[src/rtl/midi_pkg.sv]
// Shared MIDI definitions: status nibbles, controller numbers and the parser /
// running-status types used by midi_note_tracker and midi_note_stack.
package midi_pkg;

    localparam logic [3:0] NOTE_OFF = 4'h8;
    localparam logic [3:0] NOTE_ON  = 4'h9;
    localparam logic [3:0] CC       = 4'hB;

    localparam logic [6:0] CC_ALL_SOUND_OFF = 7'd120;
    localparam logic [6:0] CC_ALL_NOTES_OFF = 7'd123;

    typedef enum logic [1:0] {
        IDLE,
        DATA1,
        DATA2
    } parser_state_t;

    // RS_IGNORE marks a channel message we do not track; its data bytes are dropped.
    typedef enum logic [2:0] {
        RS_NONE,
        RS_IGNORE,
        RS_NOTE_OFF,
        RS_NOTE_ON,
        RS_CC
    } run_status_t;

    typedef struct packed {
        logic [6:0] note;
        logic [6:0] vel;
    } note_entry_t;

    function automatic run_status_t decode_status(input logic [7:0] status,
                                                  input logic [3:0] channel);
        run_status_t rs;
        rs = RS_IGNORE;
        if (status[3:0] == channel) begin
            case (status[7:4])
                NOTE_OFF: rs = RS_NOTE_OFF;
                NOTE_ON:  rs = RS_NOTE_ON;
                CC:       rs = RS_CC;
                default:  rs = RS_IGNORE;
            endcase
        end
        return rs;
    endfunction

    function automatic logic tracks_messages(input run_status_t rs);
        return rs inside {RS_NOTE_OFF, RS_NOTE_ON, RS_CC};
    endfunction

endpackage

[src/rtl/midi_note_stack.sv]
// Held-note LIFO: push moves a note to the top (dropping the oldest entry when
// full), remove deletes a note wherever it sits, clear empties the stack.
module midi_note_stack
    import midi_pkg::*;
#(
    parameter int DEPTH = 4
) (
    input  logic       clk,
    input  logic       reset_n,
    input  logic       clear,
    input  logic       push,
    input  logic       remove,
    input  logic [6:0] note,
    input  logic [6:0] vel,
    output logic [6:0] top_note,
    output logic [6:0] next_note,
    output logic [6:0] next_vel,
    output logic       next_valid,
    output logic       empty,
    output logic       full
);

    localparam int            CW        = $clog2(DEPTH + 1);
    localparam logic [CW-1:0] DEPTH_CNT = CW'(DEPTH);

    note_entry_t   mem_q    [DEPTH];
    note_entry_t   mem_d    [DEPTH];
    note_entry_t   after_rm [DEPTH];
    logic [CW-1:0] count_q, count_d, count_rm;
    logic          hit;
    int            hit_idx;

    // NOTE: every variable gets a default at the top of the block, so no path
    // can leave one unassigned and infer a latch.
    always_comb begin
        hit     = 1'b0;
        hit_idx = 0;
        for (int i = 0; i < DEPTH; i++) begin
            if (!hit && CW'(i) < count_q && mem_q[i].note == note) begin
                hit     = 1'b1;
                hit_idx = i;
            end
        end

        // Entries below a removed one move up by a slot; index 0 is the top.
        for (int i = 0; i < DEPTH - 1; i++) begin
            after_rm[i] = (hit && i >= hit_idx) ? mem_q[i + 1] : mem_q[i];
        end
        after_rm[DEPTH-1] = mem_q[DEPTH-1];
        count_rm          = count_q - CW'(hit);

        mem_d   = mem_q;
        count_d = count_q;
        if (clear) begin
            count_d = '0;
        end else if (push) begin
            mem_d[0] = '{note: note, vel: vel};
            for (int i = 1; i < DEPTH; i++) begin
                mem_d[i] = after_rm[i - 1];
            end
            count_d = (count_rm == DEPTH_CNT) ? DEPTH_CNT : count_rm + CW'(1);
        end else if (remove) begin
            mem_d   = after_rm;
            count_d = count_rm;
        end
    end

    // NOTE: only the occupancy count is reset; slots at or beyond it are never
    // read, so the storage array is plain clocked flops without a reset network.
    always_ff @(posedge clk) begin
        mem_q <= mem_d;
    end

    // NOTE: sequential state uses non-blocking assignments so every flop
    // samples pre-edge values regardless of block ordering.
    always_ff @(posedge clk or negedge reset_n) begin
        if (!reset_n) begin
            count_q <= '0;
        end else begin
            count_q <= count_d;
        end
    end

    assign top_note   = mem_q[0].note;
    assign next_note  = mem_q[1].note;
    assign next_vel   = mem_q[1].vel;
    assign next_valid = count_q > CW'(1);
    assign empty      = count_q == '0;
    assign full       = count_q == DEPTH_CNT;

endmodule

[src/rtl/midi_note_tracker.sv]
// MIDI note tracker: parses one channel's byte stream and drives the sounding
// note. Define NOTE_STACK_EN to recall earlier held notes on release.
module midi_note_tracker
    import midi_pkg::*;
#(
    parameter logic [3:0] CHANNEL     = 4'd0,
    parameter int         STACK_DEPTH = 4
) (
    input  logic       clk,
    input  logic       reset_n,
    input  logic       midi_valid,
    input  logic [7:0] midi_byte,
    output logic       note_on,
    output logic       note_repeat,
    output logic [6:0] note_start,
    output logic [6:0] vel_start
);

    parser_state_t state_q, state_d;
    run_status_t   rs_q, rs_d;
    logic [6:0]    data1_q, data1_d;
    logic          msg_done;

    // Real-time bytes (0xF8-0xFF) may arrive anywhere and are invisible here.
    always_comb begin
        state_d  = state_q;
        rs_d     = rs_q;
        data1_d  = data1_q;
        msg_done = 1'b0;
        if (midi_valid && midi_byte < 8'hF8) begin
            if (midi_byte >= 8'hF0) begin
                rs_d    = RS_NONE;
                state_d = IDLE;
            end else if (midi_byte[7]) begin
                rs_d    = decode_status(midi_byte, CHANNEL);
                state_d = tracks_messages(rs_d) ? DATA1 : IDLE;
            end else begin
                case (state_q)
                    IDLE: begin
                        if (tracks_messages(rs_q)) begin
                            data1_d = midi_byte[6:0];
                            state_d = DATA2;
                        end
                    end
                    DATA1: begin
                        data1_d = midi_byte[6:0];
                        state_d = DATA2;
                    end
                    DATA2: begin
                        msg_done = 1'b1;
                        state_d  = tracks_messages(rs_q) ? DATA1 : IDLE;
                    end
                    default: state_d = IDLE;
                endcase
            end
        end
    end

    logic [6:0] data2;
    logic       is_note_on, is_note_off, is_all_off, sounding_hit;

    assign data2       = midi_byte[6:0];
    assign is_note_on  = msg_done && rs_q == RS_NOTE_ON && data2 != '0;
    assign is_note_off = msg_done && (rs_q == RS_NOTE_OFF || (rs_q == RS_NOTE_ON && data2 == '0));
    assign is_all_off  = msg_done && rs_q == RS_CC &&
                         (data1_q == CC_ALL_SOUND_OFF || data1_q == CC_ALL_NOTES_OFF);

`ifdef NOTE_STACK_EN
    logic [6:0] top_note, next_note, next_vel;
    logic       next_valid, stack_empty, stack_full_unused;

    midi_note_stack #(
        .DEPTH (STACK_DEPTH)
    ) u_stack (
        .clk        (clk),
        .reset_n    (reset_n),
        .clear      (is_all_off),
        .push       (is_note_on),
        .remove     (is_note_off),
        .note       (data1_q),
        .vel        (data2),
        .top_note   (top_note),
        .next_note  (next_note),
        .next_vel   (next_vel),
        .next_valid (next_valid),
        .empty      (stack_empty),
        .full       (stack_full_unused)
    );

    // The sounding note is always the stack top while anything is held.
    assign sounding_hit = !stack_empty && top_note == data1_q;
`else
    localparam int STACK_DEPTH_UNUSED = STACK_DEPTH;

    assign sounding_hit = note_on && note_start == data1_q;
`endif

    logic       note_on_d, note_repeat_d;
    logic [6:0] note_start_d, vel_start_d;

    always_comb begin
        note_on_d     = note_on;
        note_repeat_d = 1'b0;
        note_start_d  = note_start;
        vel_start_d   = vel_start;
        if (is_note_on) begin
            note_on_d     = 1'b1;
            note_repeat_d = sounding_hit;
            note_start_d  = data1_q;
            vel_start_d   = data2;
        end else if (is_note_off && sounding_hit) begin
`ifdef NOTE_STACK_EN
            if (next_valid) begin
                note_start_d = next_note;
                vel_start_d  = next_vel;
            end else begin
                note_on_d = 1'b0;
            end
`else
            note_on_d = 1'b0;
`endif
        end else if (is_all_off) begin
            note_on_d = 1'b0;
        end
    end

    always_ff @(posedge clk or negedge reset_n) begin
        if (!reset_n) begin
            state_q     <= IDLE;
            rs_q        <= RS_NONE;
            data1_q     <= '0;
            note_on     <= 1'b0;
            note_repeat <= 1'b0;
            note_start  <= '0;
            vel_start   <= '0;
        end else begin
            state_q     <= state_d;
            rs_q        <= rs_d;
            data1_q     <= data1_d;
            note_on     <= note_on_d;
            note_repeat <= note_repeat_d;
            note_start  <= note_start_d;
            vel_start   <= vel_start_d;
        end
    end

endmodule

[config.mk]
export PLATFORM = sky130hd
export DESIGN_NAME = midi_note_tracker
export DESIGN_NICKNAME = d
export VERILOG_FILES = /design/src/rtl/midi_pkg.sv /design/src/rtl/midi_note_stack.sv /design/src/rtl/midi_note_tracker.sv
export SDC_FILE = /design/constraint.sdc
export NUM_CORES = 1
export LEC_CHECK = 0
export ABC_AREA = 1
export BUFFER_PORTS_ARGS = -buffer_cell sky130_fd_sc_hd__buf_4
export CORE_UTILIZATION = 49
export CTS_BUF_LIST = sky130_fd_sc_hd__clkbuf_8 sky130_fd_sc_hd__clkbuf_16
export DETAILED_ROUTE_END_ITERATION = 16
export GPL_TIMING_DRIVEN = 1
export PLACE_DENSITY = 0.74
export SLEW_MARGIN = 20
export SYNTH_ARGS = -nofsm -noshare
export SYNTH_HDL_FRONTEND = slang
export SYNTH_SLANG_ARGS = --single-unit
[constraint.sdc]
create_clock -name clk -period 1.3 [get_ports clk]
set_input_delay 0.195 -clock clk [delete_from_list [all_inputs] [get_ports clk]]
set_output_delay 0.195 -clock clk [all_outputs]
set_load 0.1 [all_outputs]
# After elaboration in Yosys (flattened, before gate mapping)
# Cells that the tools add are included.
# W data, S select, Z words.
[classes] magnitude_cmp=2 div=0 addsub=0 shifts=0 reduce_logical=23 multipliers=0 eq_ne=16 mux=23 bitwise=2
[op_table] op="$mux W3" count=6
[op_table] op="$eq A7 B7 Y1 const B" count=2
[op_table] op="$pmux W7 S2" count=1
[op_table] op="$eq A3 B2 Y1 const B" count=4
[op_table] op="$eq A4 B4 Y1 const B" count=3
[op_table] op="$mux W1" count=10
[op_table] op="$logic_and A1 B1 Y1" count=9
[op_table] op="$pmux W3 S3" count=1
[op_table] op="$reduce_bool A3 Y1" count=3
[op_table] op="$ge A8 B8 Y1 const B" count=1
[op_table] op="$lt A8 B8 Y1 const B" count=1
[op_table] op="$eq A7 B7 Y1" count=1
[op_table] op="$logic_not A7 Y1" count=1
[op_table] op="$mux W7" count=1
[op_table] op="$reduce_bool A7 Y1" count=1
[op_table] op="$eq A3 B3 Y1 const B" count=2
[op_table] op="$mux W2" count=3
[op_table] op="$pmux W2 S3" count=1
[op_table] op="$reduce_and A5 Y1" count=1
[op_table] op="$logic_not A4 Y1" count=1
[op_table] op="$ne A4 B4 Y1 const B" count=1
[op_table] op="$reduce_and A2 Y1" count=2
[op_table] op="$reduce_bool A2 Y1" count=2
[op_table] op="$eq A2 B1 Y1 const B" count=1
[op_table] op="5 further kinds" count=7
[totals] ram_bits=0 mem_bits_ro=0 elab_cells=73 register_bits=28 latchBits=0 inputBits=11 out_inout_bits=16 n_memories=0

# Depth between registers and ports, before layout
[depth] word_depth=11 mapped_depth=10 depth_no_buf=9

# Worst setup path before layout
# Ideal clock, no wire load.
[synth_timing] kind="reg-to-reg" from="reg note_start[0]" to="reg note_on" path_stages_with_launch=10 period_less_slack_ns=1.776 t_arrival_ns=1.653 setup_ns=0.123 required_ns=1.177 slack_ns=-0.476 n_path_buf=0 cell_sequence="dfrtp_1 -> inv_1 -> nand2_1 -> nand2_1 -> nor2_1 -> nand2_1 -> nor2_1 -> nand3_1 -> nand3_1 -> nand2_1"
[synth_via] elab_chain_len=5 word_cells_on_any_way=6 classes_between="eq/ne: 1; mux: 2; reduce/logical: 3"
[synth_lines] element="start, declared" line_no="midi_note_tracker.sv:15" rtl="output logic [6:0] note_start,"
[synth_lines] element="start signal, assigned" line_no="midi_note_tracker.sv:142" rtl="note_start <= note_start_d;"
[synth_lines] element="$eq A7 B7 Y1 *" line_no="midi_note_tracker.sv:95" rtl="assign sounding_hit = note_on && note_start == data1_q;"
[synth_lines] element="$logic_and A1 B1 Y1 *" line_no="midi_note_tracker.sv:95"
[synth_lines] element="$logic_and A1 B1 Y1 *" line_no="midi_note_tracker.sv:111" rtl="end else if (is_note_off && sounding_hit) begin"
[synth_lines] element="$mux W1" line_no="midi_note_tracker.sv:111"
[synth_lines] element="$mux W1" line_no="midi_note_tracker.sv:106" rtl="if (is_note_on) begin"
[synth_lines] element="end signal, assigned" line_no="midi_note_tracker.sv:140" rtl="note_on <= note_on_d;"
[synth_lines] element="end, declared" line_no="midi_note_tracker.sv:13" rtl="output logic note_on,"
# Every way passes the cells marked *; elsewhere a longest branch is shown, timed or not.
# A chain may end at the register's enable or synchronous reset.

# Worst setup path in the final report
[layout_timing] from="reg state_q[0]" to="reg note_start[6]"
[layout_via] elab_chain_len=7
[layout_lines] element="start, declared" line_no="midi_note_tracker.sv:19" rtl="parser_state_t state_q, state_d;"
[layout_lines] element="start signal, assigned" line_no="midi_note_tracker.sv:137" rtl="state_q <= state_d;"
[layout_lines] element="$eq A2 B2 Y1" line_no="midi_note_tracker.sv:38" rtl="case (state_q)"
[layout_lines] element="$mux W1" line_no="midi_note_tracker.sv:38"
[layout_lines] element="$mux W1" line_no="midi_note_tracker.sv:34" rtl="end else if (midi_byte[7]) begin"
[layout_lines] element="$mux W1" line_no="midi_note_tracker.sv:31" rtl="if (midi_byte >= 8'hF0) begin"
[layout_lines] element="$mux W1" line_no="midi_note_tracker.sv:30" rtl="if (midi_valid && midi_byte < 8'hF8) begin"
[layout_lines] element="$logic_and A1 B1 Y1 (2 in a row)" line_no="midi_note_tracker.sv:63" rtl="assign is_note_on = msg_done && rs_q == RS_NOTE_ON && data2 != '0;"
# Every way passes these cells.

==> impl_metrics.yaml <==
final_layout:
  final_cell_area_um2: 2010
  insertedDiodeCount: 0
  nNetsFinal: 243
  area_growth_pct: 31.0
  drive_gt1_share_pct: 41.6
  fin_cells: 262
placement:
  dp.cells: 254
  dp_hpwl_mm: 2.31
  portBuffers: 26
  gp_congestion: 0.833
  dpl_cell_area_um2: 1840
yosys:
  synth_edf_count: 0
  netlist_top_cells_area: "dfrtp_1 (46%), nand2_1 (15%), inv_1 (6.6%), o21ai_2 (4.6%), o21ai_0 (3.6%)"
  yosysMostFrequentCell: "nand2_1"
  synth_top_area_share_pct: 45.6
  syn_avg_cell_area_um2: 8.04
  syn_inst: 191
  synthArstFlopShare_pct: 100
  ys_seq_area_share_pct: 45.6
  yosysTopAreaCell: "dfrtp_1"
  syn_nets: 202
  synth_seq_cells: 28
  syn-cell-area_um2: 1540
  synth_ff_type: "dfrtp_1"
  synth.distinct_cells: 24
  ys_top_cells_by_count: "nand2_1 (63), dfrtp_1 (28), inv_1 (27), nor2_1 (13), o21ai_0 (11)"
  yosys_warnings: 0
worst_hold_path:
  whs_path_depth: 3
  min_path_type: "in2reg"
status:
  run_status: "complete, but fails checks"
  violations: "design-rule violations, negative setup slack"
pwr:
  p_total_w: 0.00221
  peakVddDrop_uv: 618
  p_leak_nw: 1.02
  powerDensity_nw_per_um2: 1100
worst_setup_path:
  crit_slowest_cell: "dfrtp_1"
  criticalPathCategory: "reg2reg"
  end_kind: "register"
  worstPathRequired_ns: 1.48
  worst_ep_arrival_time_ns: 1.56
  path_buf_inv: 2
  slowest_delay_ns: 0.40
  path_delay_family: "simple AND/OR/NAND/NOR gates"
  cp_max_fo: 4
  cp-start-kind: "register"
  worstPathCellList: "inv_2, nand2_2, nor2_4, nand3_4, nor2_8, buf_4, nand2_1, o21ai_1"
  worstSetupPathDepth: 8
  reg2regPathDepth: 8
cts:
  cts_tree: "built"
  cts_inserted_buffers: 3
  clock_path_buffers: 2
  cts.sinks: 28
  clk_latency_ns: 0.27
  h-tree-depth: 1
  clkSlewWorstSetupHoldPaths_ns: 0.10
  ctsRootBufferMaster: "clkbuf_8"
detailed_routing:
  ant_nets: 0
  wl_mm: 3.41
  wl_per_cell_um: 13.0
  routed-via-count: 1333
  drt_iter0_markers: 50
  dr.pass1.iters: 12
  vias_per_cell: 5.09
  drc: 2
sta:
  rsz0062_at_grt: "true"
  slew_violations: 0
  finClkSkew_ns: 0.00484
  fin_crit_sh_pct: 106
  final_hold_viol_count: 0
  fin_crit_ns: 1.37
  slew_headroom_pct: 75.5
  tns_ns: -0.348
  fmax_mhz: 728
  finalSetupViolations: 18
  worst_pin_slew_ns: 0.367
  finalWorstSetupSlack_ns: -0.0737
floorplan:
  num_rows: 19
  dieHeight_um: 58.0
  start_util_pct: 53.8
  core_area_um2: 2850
  pin_count: 27
  die_w_um: 58.0
  die_area_um2: 3360
grt:
  grt_pass1_wl_mm: 5.75
  antenna_found_initial: 0
  grt.overflow.total: 0
  grt_pass1_vias: 1349
  grtUsageTotal_pct: 22.7
  grt_max_degree: 29
flow_run:
  drv_cap: 0
state kept, by name (all words and copies together) (netlist names):
signal	flops
note_repeat	1
note_start	7
rs_q	3
note_on	1
vel_start	7
state_q	2
data1_q	7
layout make-up:
| type | instances | area [um2] |
|---|---|---|
| sequential | 28 | 732 |
| tap | 31 | 38.8 |
| fill | 209 | 842 |
| multi-input combinational | 130 | 741 |
| timing repair buffer | 38 | 304 |
| clock buffer | 3 | 41.3 |
| inverter | 31 | 124 |
| clock inverter | 1 | 30.0 |
where the power goes:
group	switching, W	total [W]	internal [W]
sequential	0.000139	0.00111	0.000970
clock	0.000269	0.000681	0.000412
combinational	0.000248	0.000419	0.000171
placed cells by master (no fill, tap or decap), types with 4 or more instances in the layout:
| master | n |
|---|---|
| nand3_1 | 5 |
| o21ai_0 | 6 |
| dfrtp_4 | 8 |
| o21ai_2 | 9 |
| nor2_1 | 12 |
| inv_2 | 11 |
| nor2_2 | 4 |
| nand2_1 | 56 |
| o21ai_1 | 13 |
| nand2_2 | 10 |
| dfrtp_1 | 19 |
| inv_1 | 19 |
| buf_4 | 35 |
logic make-up after synthesis:
logic type | synth area share, %
DFF | 45.6
buffers and inverters | 10.5
and+or+nand+nor | 32.4
AOI/OAI and AO/OA | 11.4
timing repair:
item,in CTS,in global routing
gates resized for setup,8,16
pin swaps,4,10
hold buffers,1,0
gates cloned,1,0
buffers inserted,1,1
endpoints found under the hold margin,28,0
setup endpoints to repair,19,25
metal layers:
layer / global-route usage, % / part of all wire, % / up-vias
li1: - / - / 678
met1: 29.3 / 44 / 616
met2: 37.9 / 50 / 29
met3: 2.68 / 2.5 / 10
met4: 11.2 / 2.8 / 0
met5: 0 / 0 / -
worst paths after layout:
kind	start	end	slack (ns)
worst min register to register	vel_start[2]	vel_start[2]	0.49
worst min-delay path	midi_byte[6]	vel_start[6]	0.23
worst max-delay path	state_q[0]	note_start[6]	-0.07
worst max register to register	state_q[0]	note_start[6]	-0.07
min in group asynchronous	reset_n	note_start[1]	0.37
max in group asynchronous	reset_n	note_start[6]	0.63
metrics by stage:
| step | setup WS [ns] | hold WS, ns | utilization (%) |
|---|---|---|---|
| 3_5_place_dp | -0.103 | 0.132 | 64.4 |
| 5_1_grt | -0.168 | 0.243 | 70.5 |
| 3_3_place_gp | -0.0643 | 0.130 | 64.4 |
| 6_report | -0.0737 | 0.232 | 70.5 |
| 4_1_cts | -0.0254 | 0.221 | 68.9 |
| 2_1_floorplan | -0.0372 | -0.101 | - |
tightest hold or removal path, cell delays in order:
cell and delay [ns]:
buf_4 0.13, inv_1 0.09, o21ai_2 0.06
No activity file was read; power rests on OpenSTA's default activity.
